<file path="config.mk">
export PLATFORM = sky130hd
export DESIGN_NAME = truth_table_sequencer
export DESIGN_NICKNAME = d
export VERILOG_FILES = /design/src/rtl/truth_table_sequencer.sv
export SDC_FILE = /design/constraint.sdc
export NUM_CORES = 1
export LEC_CHECK = 0
export BUFFER_PORTS_ARGS = -buffer_cell sky130_fd_sc_hd__buf_4
export CORE_AREA = 2 2 39 41
export CTS_BUF_LIST = sky130_fd_sc_hd__clkbuf_2
export CTS_CLUSTER_DIAMETER = 100
export DETAILED_ROUTE_END_ITERATION = 8
export DIE_AREA = 0 0 41 43
export PLACE_DENSITY = 0.72
export SYNTH_ARGS = -nofsm -noshare
export SYNTH_HDL_FRONTEND = slang
export SYNTH_SLANG_ARGS = --single-unit
</file>
<file path="constraint.sdc">
create_clock -name clk -period 1.3 [get_ports clk]
set_clock_uncertainty 0.1 [all_clocks]
set_input_delay 0.195 -clock clk [delete_from_list [all_inputs] [get_ports clk]]
set_output_delay 0.195 -clock clk [all_outputs]
set_load 0.03 [all_outputs]
</file>
<file path="src/rtl/truth_table_sequencer.sv">
// Clocked sweep controller: walks a shared input vector through every minterm and
// compares the responses of two implementations. Define TT_SEQ_HALT_ON_ERR_EN to stop at the first mismatch.
module truth_table_sequencer #(
  parameter int N_IN   = 2,
  parameter int SETTLE = 1,
  parameter int CNT_W  = N_IN + 1
) (
  input  logic             clk,
  input  logic             rst_n,
  input  logic             start,
  output logic [N_IN-1:0]  in_vec,
  input  logic             resp_a,
  input  logic             resp_b,
  output logic             busy,
  output logic             done,
  output logic             pass,
  output logic [CNT_W-1:0] err_cnt,
  output logic             err_valid,
  output logic [N_IN-1:0]  first_err
);

  localparam int SC_W = (SETTLE > 1) ? $clog2(SETTLE) : 1;
  localparam logic [SC_W-1:0]  SETTLE_INIT = SC_W'(SETTLE - 1);
  localparam logic [SC_W-1:0]  SC_ONE      = SC_W'(1);
  localparam logic [N_IN-1:0]  VEC_ONE     = N_IN'(1);
  localparam logic [CNT_W-1:0] CNT_ONE     = CNT_W'(1);

  localparam logic [1:0] S_IDLE   = 2'd0;
  localparam logic [1:0] S_SETTLE = 2'd1;
  localparam logic [1:0] S_SAMPLE = 2'd2;
  localparam logic [1:0] S_DONE   = 2'd3;

  logic [1:0]       state_q, state_d;
  logic [N_IN-1:0]  vec_q, vec_d;
  logic [SC_W-1:0]  settle_q, settle_d;
  logic [CNT_W-1:0] err_cnt_q, err_cnt_d;
  logic             err_valid_q, err_valid_d;
  logic [N_IN-1:0]  first_err_q, first_err_d;
  logic             pass_q, pass_d;
  logic             mismatch;
  logic             go_done;

  assign mismatch = resp_a ^ resp_b;

  // The last minterm always ends the sweep; with the halt option the first mismatch does too.
`ifdef TT_SEQ_HALT_ON_ERR_EN
  assign go_done = (vec_q == '1) || mismatch;
`else
  assign go_done = (vec_q == '1);
`endif

  always_comb begin
    state_d     = state_q;
    vec_d       = vec_q;
    settle_d    = settle_q;
    err_cnt_d   = err_cnt_q;
    err_valid_d = err_valid_q;
    first_err_d = first_err_q;
    pass_d      = pass_q;
    case (state_q)
      S_IDLE: begin
        if (start) begin
          state_d     = S_SETTLE;
          vec_d       = '0;
          settle_d    = SETTLE_INIT;
          err_cnt_d   = '0;
          err_valid_d = 1'b0;
          first_err_d = '0;
          pass_d      = 1'b0;
        end
      end
      S_SETTLE: begin
        if (settle_q == '0) begin
          state_d = S_SAMPLE;
        end else begin
          settle_d = settle_q - SC_ONE;
        end
      end
      S_SAMPLE: begin
        if (mismatch) begin
          if (err_cnt_q != '1) begin
            err_cnt_d = err_cnt_q + CNT_ONE;
          end
          if (!err_valid_q) begin
            err_valid_d = 1'b1;
            first_err_d = vec_q;
          end
        end
        // pass is resolved on entry to DONE so it is already valid alongside the done pulse.
        if (go_done) begin
          state_d = S_DONE;
          vec_d   = '0;
          pass_d  = (err_cnt_d == '0);
        end else begin
          state_d  = S_SETTLE;
          vec_d    = vec_q + VEC_ONE;
          settle_d = SETTLE_INIT;
        end
      end
      S_DONE: begin
        state_d = S_IDLE;
      end
      default: begin
        state_d = S_IDLE;
      end
    endcase
  end

  always_ff @(posedge clk) begin
    if (!rst_n) begin
      state_q     <= S_IDLE;
      vec_q       <= '0;
      settle_q    <= '0;
      err_cnt_q   <= '0;
      err_valid_q <= 1'b0;
      first_err_q <= '0;
      pass_q      <= 1'b0;
    end else begin
      state_q     <= state_d;
      vec_q       <= vec_d;
      settle_q    <= settle_d;
      err_cnt_q   <= err_cnt_d;
      err_valid_q <= err_valid_d;
      first_err_q <= first_err_d;
      pass_q      <= pass_d;
    end
  end

  assign in_vec    = vec_q;
  assign busy      = (state_q == S_SETTLE) || (state_q == S_SAMPLE);
  assign done      = (state_q == S_DONE);
  assign pass      = pass_q;
  assign err_cnt   = err_cnt_q;
  assign err_valid = err_valid_q;
  assign first_err = first_err_q;

endmodule

</file>
Word-level counts from Yosys, hierarchy flattened
Cells that the tools add are included. W data, S select, Z words.

Add/subtract/negate cells: 3. Equal/unequal tests: 11. Muxes and demuxes: 23. Bitwise operators: 1. Reductions and logical operators: 11.

Operators by type and width (count): $mux W2 (7); $mux W3 (4); $ne A2 B2 Y1 const B (6); $reduce_and A3 Y1 (3); $pmux W2 S2 (2); $pmux W2 S4 (1); $eq A2 B2 Y1 const B (3); $pmux W3 S2 (1); $mux W1 (5); $pmux W1 S2 (2); $reduce_and A2 Y1 (2); $reduce_and A4 Y1 (1); $add A3 B1 Y3 const B (1); $logic_not A3 Y1 (1); $ne A3 B3 Y1 const B (1); $pmux W1 S3 (1); $reduce_bool A3 Y1 (1); $add A2 B1 Y2 const B (1); $eq A2 B1 Y1 const B (1); $logic_not A2 Y1 (1); $reduce_bool A2 Y1 (1); $logic_or A1 B1 Y1 (1); $sub A1 B1 Y1 const B (1); $xor A1 B1 Y1 (1).

Register bits after elaboration: 12. Input bits: 5. Output and inout bits: 11.

Depth between registers and ports, before layout
Word-level depth: 7. Mapped depth: 7.

Least setup slack after synthesis
Ideal clock, no wire load.

Path type: flip-flop to flip-flop. Start: register state_q[0]. End: register err_cnt_q[1] (netlist: err_cnt[1]). Library setup time: 75 ps. Data arrival time: 1257 ps. Path slack: -132 ps. Stages on the path, launching flop included: 8. Clock period less this slack: 1432 ps. Path through: dfxtp_1 > inv_1 > ha_1 > nand2b_2 > and2_1 > buf_4 > nand3_1 > o22ai_1.

Cells in the longest elaborated chain, start to end: 3. Elaborated cells on any way between the ends: 6.

RTL lines: start: declaration (RTL line 33) `logic [1:0] state_q, state_d;`; start signal: assignment (RTL line 119) `state_q <= state_d;`; $eq A2 B2 Y1 / $logic_not A2 Y1 (equally long branches) (RTL line 60) `case (state_q)`; $reduce_bool A2 Y1 (no source line) / $ne A2 B2 Y1 (equally long branches); $reduce_and A2 Y1 (no source line); end signal: assignment (RTL line 122) `err_cnt_q <= err_cnt_d;`; end: declaration (RTL line 36) `logic [CNT_W-1:0] err_cnt_q, err_cnt_d;`.

Several ways; a longest one is shown, not always the timed one. A chain may end at the register's enable or synchronous reset.

Worst setup path after layout
Start: register state_q[1]. End: output busy.

Cells in the longest elaborated chain, start to end: 2. Elaborated cells on any way between the ends: 3.

RTL lines: $eq A2 B1 Y1 / $eq A2 B2 Y1 (equally long branches) (RTL line 130) `assign busy = (state_q == S_SETTLE) || (state_q == S_SAMPLE);`; $logic_or A1 B1 Y1 (*) (RTL line 130); end: declaration (RTL line 14) `output logic busy,`.

Mark *: on every way between the ends. The rest lies on a longest branch, timed or not.

==> impl_metrics.toml <==
[yosys]
syn_area_um2 = 604.3
synth_compound_area_share_pct = 18.43
synth_top_area_share_pct = 36.44
synth_top_family_by_area = "simple AND/OR/NAND/NOR gates"
synthAdderAreaFrac_pct = 12.42
synthSimpleGateAreaFrac_pct = 24.64
synth_mux_area_share_pct = 1.656
synth-xor-area-share_pct = 2.692
syn_avg_cell_area_um2 = 8.393
ys_types = 25
ys_ff_latch = 11
yosys.area.top_type = "dfxtp_1"
yosysSeqAreaShare_pct = 36.44
synth_nets = 83
yosys-top-cells-area = "dfxtp_1 (36%), ha_1 (12%), nand2_1 (9.3%)"
syn_inst = 72
yosys_warnings = 0

[power]
switching_share_pct = 35.94
sequentialPowerShare_pct = 39.3
power_leakage_nw = 0.3766
pwr-share-clk_pct = 21.7
power_density_mw_per_mm2 = 1046
p_comb_share_pct = 39.0
switchingPower_w = 0.0003387
ir_worst_vdd_uv = 547.0
cell_internal_pwr_w = 0.0006036

[finish]
drive_gt1_share_pct = 48.42
fin_nets = 107
mostFrequentLayoutCells = "buf_4 (18), nand2_1 (14), dfxtp_1 (7)"
multi_input_area_um2 = 442.9
regArea_um2 = 232.7
syn_to_final_growth_pct = 49.07
postLayoutCoreUtil_pct = 65.10
fillers = 123
diodes = 0
mostFrequentLayoutCell = "buf_4"

[clock_tree]
ctsHoldBuffers = 0
clockBufferDepth = 2
clock_latency_ps = 270
clk_transition_reported_paths_ps = 120
htreeDepth = 1
cts_tree = "done"
cts_sinks = 11
clock-root-buffer = "clkbuf_2"
cts_buffers = 3

[critical_path]
crit_required_ps = 1000
start_kind = "flip-flop"
critical_path_class = "reg -> out"
cp_max_fo = 4
worstSetupEndpointType = "output port"
worst-endpoint-arrival_ps = 1070

[status]
violations = "negative setup slack"
status = "finished, violations left"

[sta]
slew_headroom_pct = 78.37
fin_hold_ws_ps = 130.6
tightest_slew_ps = 324.2
final_hold_viol_count = 0
drv_slew = 0
tns_ps = -222.2
fin_crit_ps = 1366
worst_slack_ps = -66.25
fmax_ghz = 0.7319
finalCritPeriodShare_pct = 105.1
grt_setup_unrepaired = "yes"
finalSetupViolCount = 7

[route]
viasPerCell = 5.198
wirelength_um = 1391
drc = 0
num_vias = 577
drt_iter0_markers = 5
wl_per_cell_um = 12.53
first_pass_iters = 4
postRouteAntennaNets = 0

[placed_design]
dp_hpwl_um = 991.4
port_buffers = 15
gp_congestion = 0.7102

[floorplanning]
die-height_um = 43
die_w_um = 41
core_mm2 = 0.001384
rows = 14
initial_utilization_pct = 43.67
pin_count = 16
die-area_mm2 = 0.001763

[global_route]
grt.total_usage_pct = 19.35
grt_max_degree = 17
grt_pass1_wl_um = 2256
grt_overflow = 0
antenna_found_initial = 0
grt_pass1_vias = 564

[job]
cap_violations = 0

[worst_hold_path]
hold_path.class = "in -> reg"
[sequential cells by signal (all words and copies together) (netlist names)]
register	cells
pass	1
in_vec	2
first_err	2
err_cnt	3
state_q	2
err_valid	1
[cells by family after synthesis]
kind of cell               after synthesis
and+or+nand+nor                         31
xor gates and xnor gates                 1
AOI/OAI and AO/OA                       17
DFF                                     11
muxes                                    1
adders and majority gates                6
buffers and inverters                    5
[timing repair]
action / CTS / global route
pin swaps: 0 / 3
resized for setup: 8 / 5
setup endpoints to repair: 7 / 10
gates cloned: 0 / 0
buffers inserted: 0 / 1
[Yosys cell counts, drive strengths merged]
cell type	n
a21boi	1
a21oi	6
a22oi	2
and2	1
buf	1
clkbuf	1
dfxtp	11
ha	6
inv	3
mux2i	1
nand2	15
nand2b	3
nand3	2
nand3b	1
nand4	1
nor2	4
nor2b	3
nor3b	1
o211a	1
o21ai	1
o221ai	1
o22ai	5
xor2	1
[through the flow]
step | std cells | setup WS [ps] | total power [W] | area, µm²
floorplan | 72 | 6.800 | 0.0006049 | 664.4
global placement | 106 | -61.80 | 0.0006828 | 819.5
detailed placement | 106 | -63.95 | 0.0006891 | 819.5
CTS | 110 | -86.30 | 0.0009193 | 864.6
global route | 111 | -119.3 | 0.001001 | 900.9
finish | 111 | -66.25 | 0.0009424 | 900.9
[area by class of cell]
class                           instances  area share [%]
Multi-Input combinational cell         56           49.17
Timing Repair Buffer                   21           18.75
Clock buffer                            4           2.222
Inverter                                3           1.806
Sequential cell                        11           25.83
Tap cell                               16           2.222
[worst paths after layout]
check	end	depth (start not counted)	start	slack (ps)
max	busy	3	state_q[1]	-70
min	err_cnt[2]	3	rst_n	130
max reg2reg	first_err[1]	6	state_q[1]	-50
min reg2reg	first_err[1]	2	first_err[1]	380
[worst max-delay path: stages (launching register included)]
cell,delay (ps)
dfxtp_4,390
inv_4,40
ha_4,250
buf_6,120
[per-layer routing]
metal  routed length [µm]  global-route usage [%]
met5                    0                       0
met4                   17                   6.000
met3                   66                   9.424
met2                  773                   33.44
met1                  534                   18.89
[power by group through the flow]
stage                     combinational (W)  clock [W]  sequential (W)
after floorplan                    0.000220          0        0.000385
after global placement             0.000307          0        0.000376
after detailed placement           0.000314          0        0.000376
after CTS                          0.000340   0.000209        0.000370
after global routing               0.000401   0.000227        0.000373
final                              0.000367   0.000204        0.000371
No activity file was read; power rests on OpenSTA's default activity.
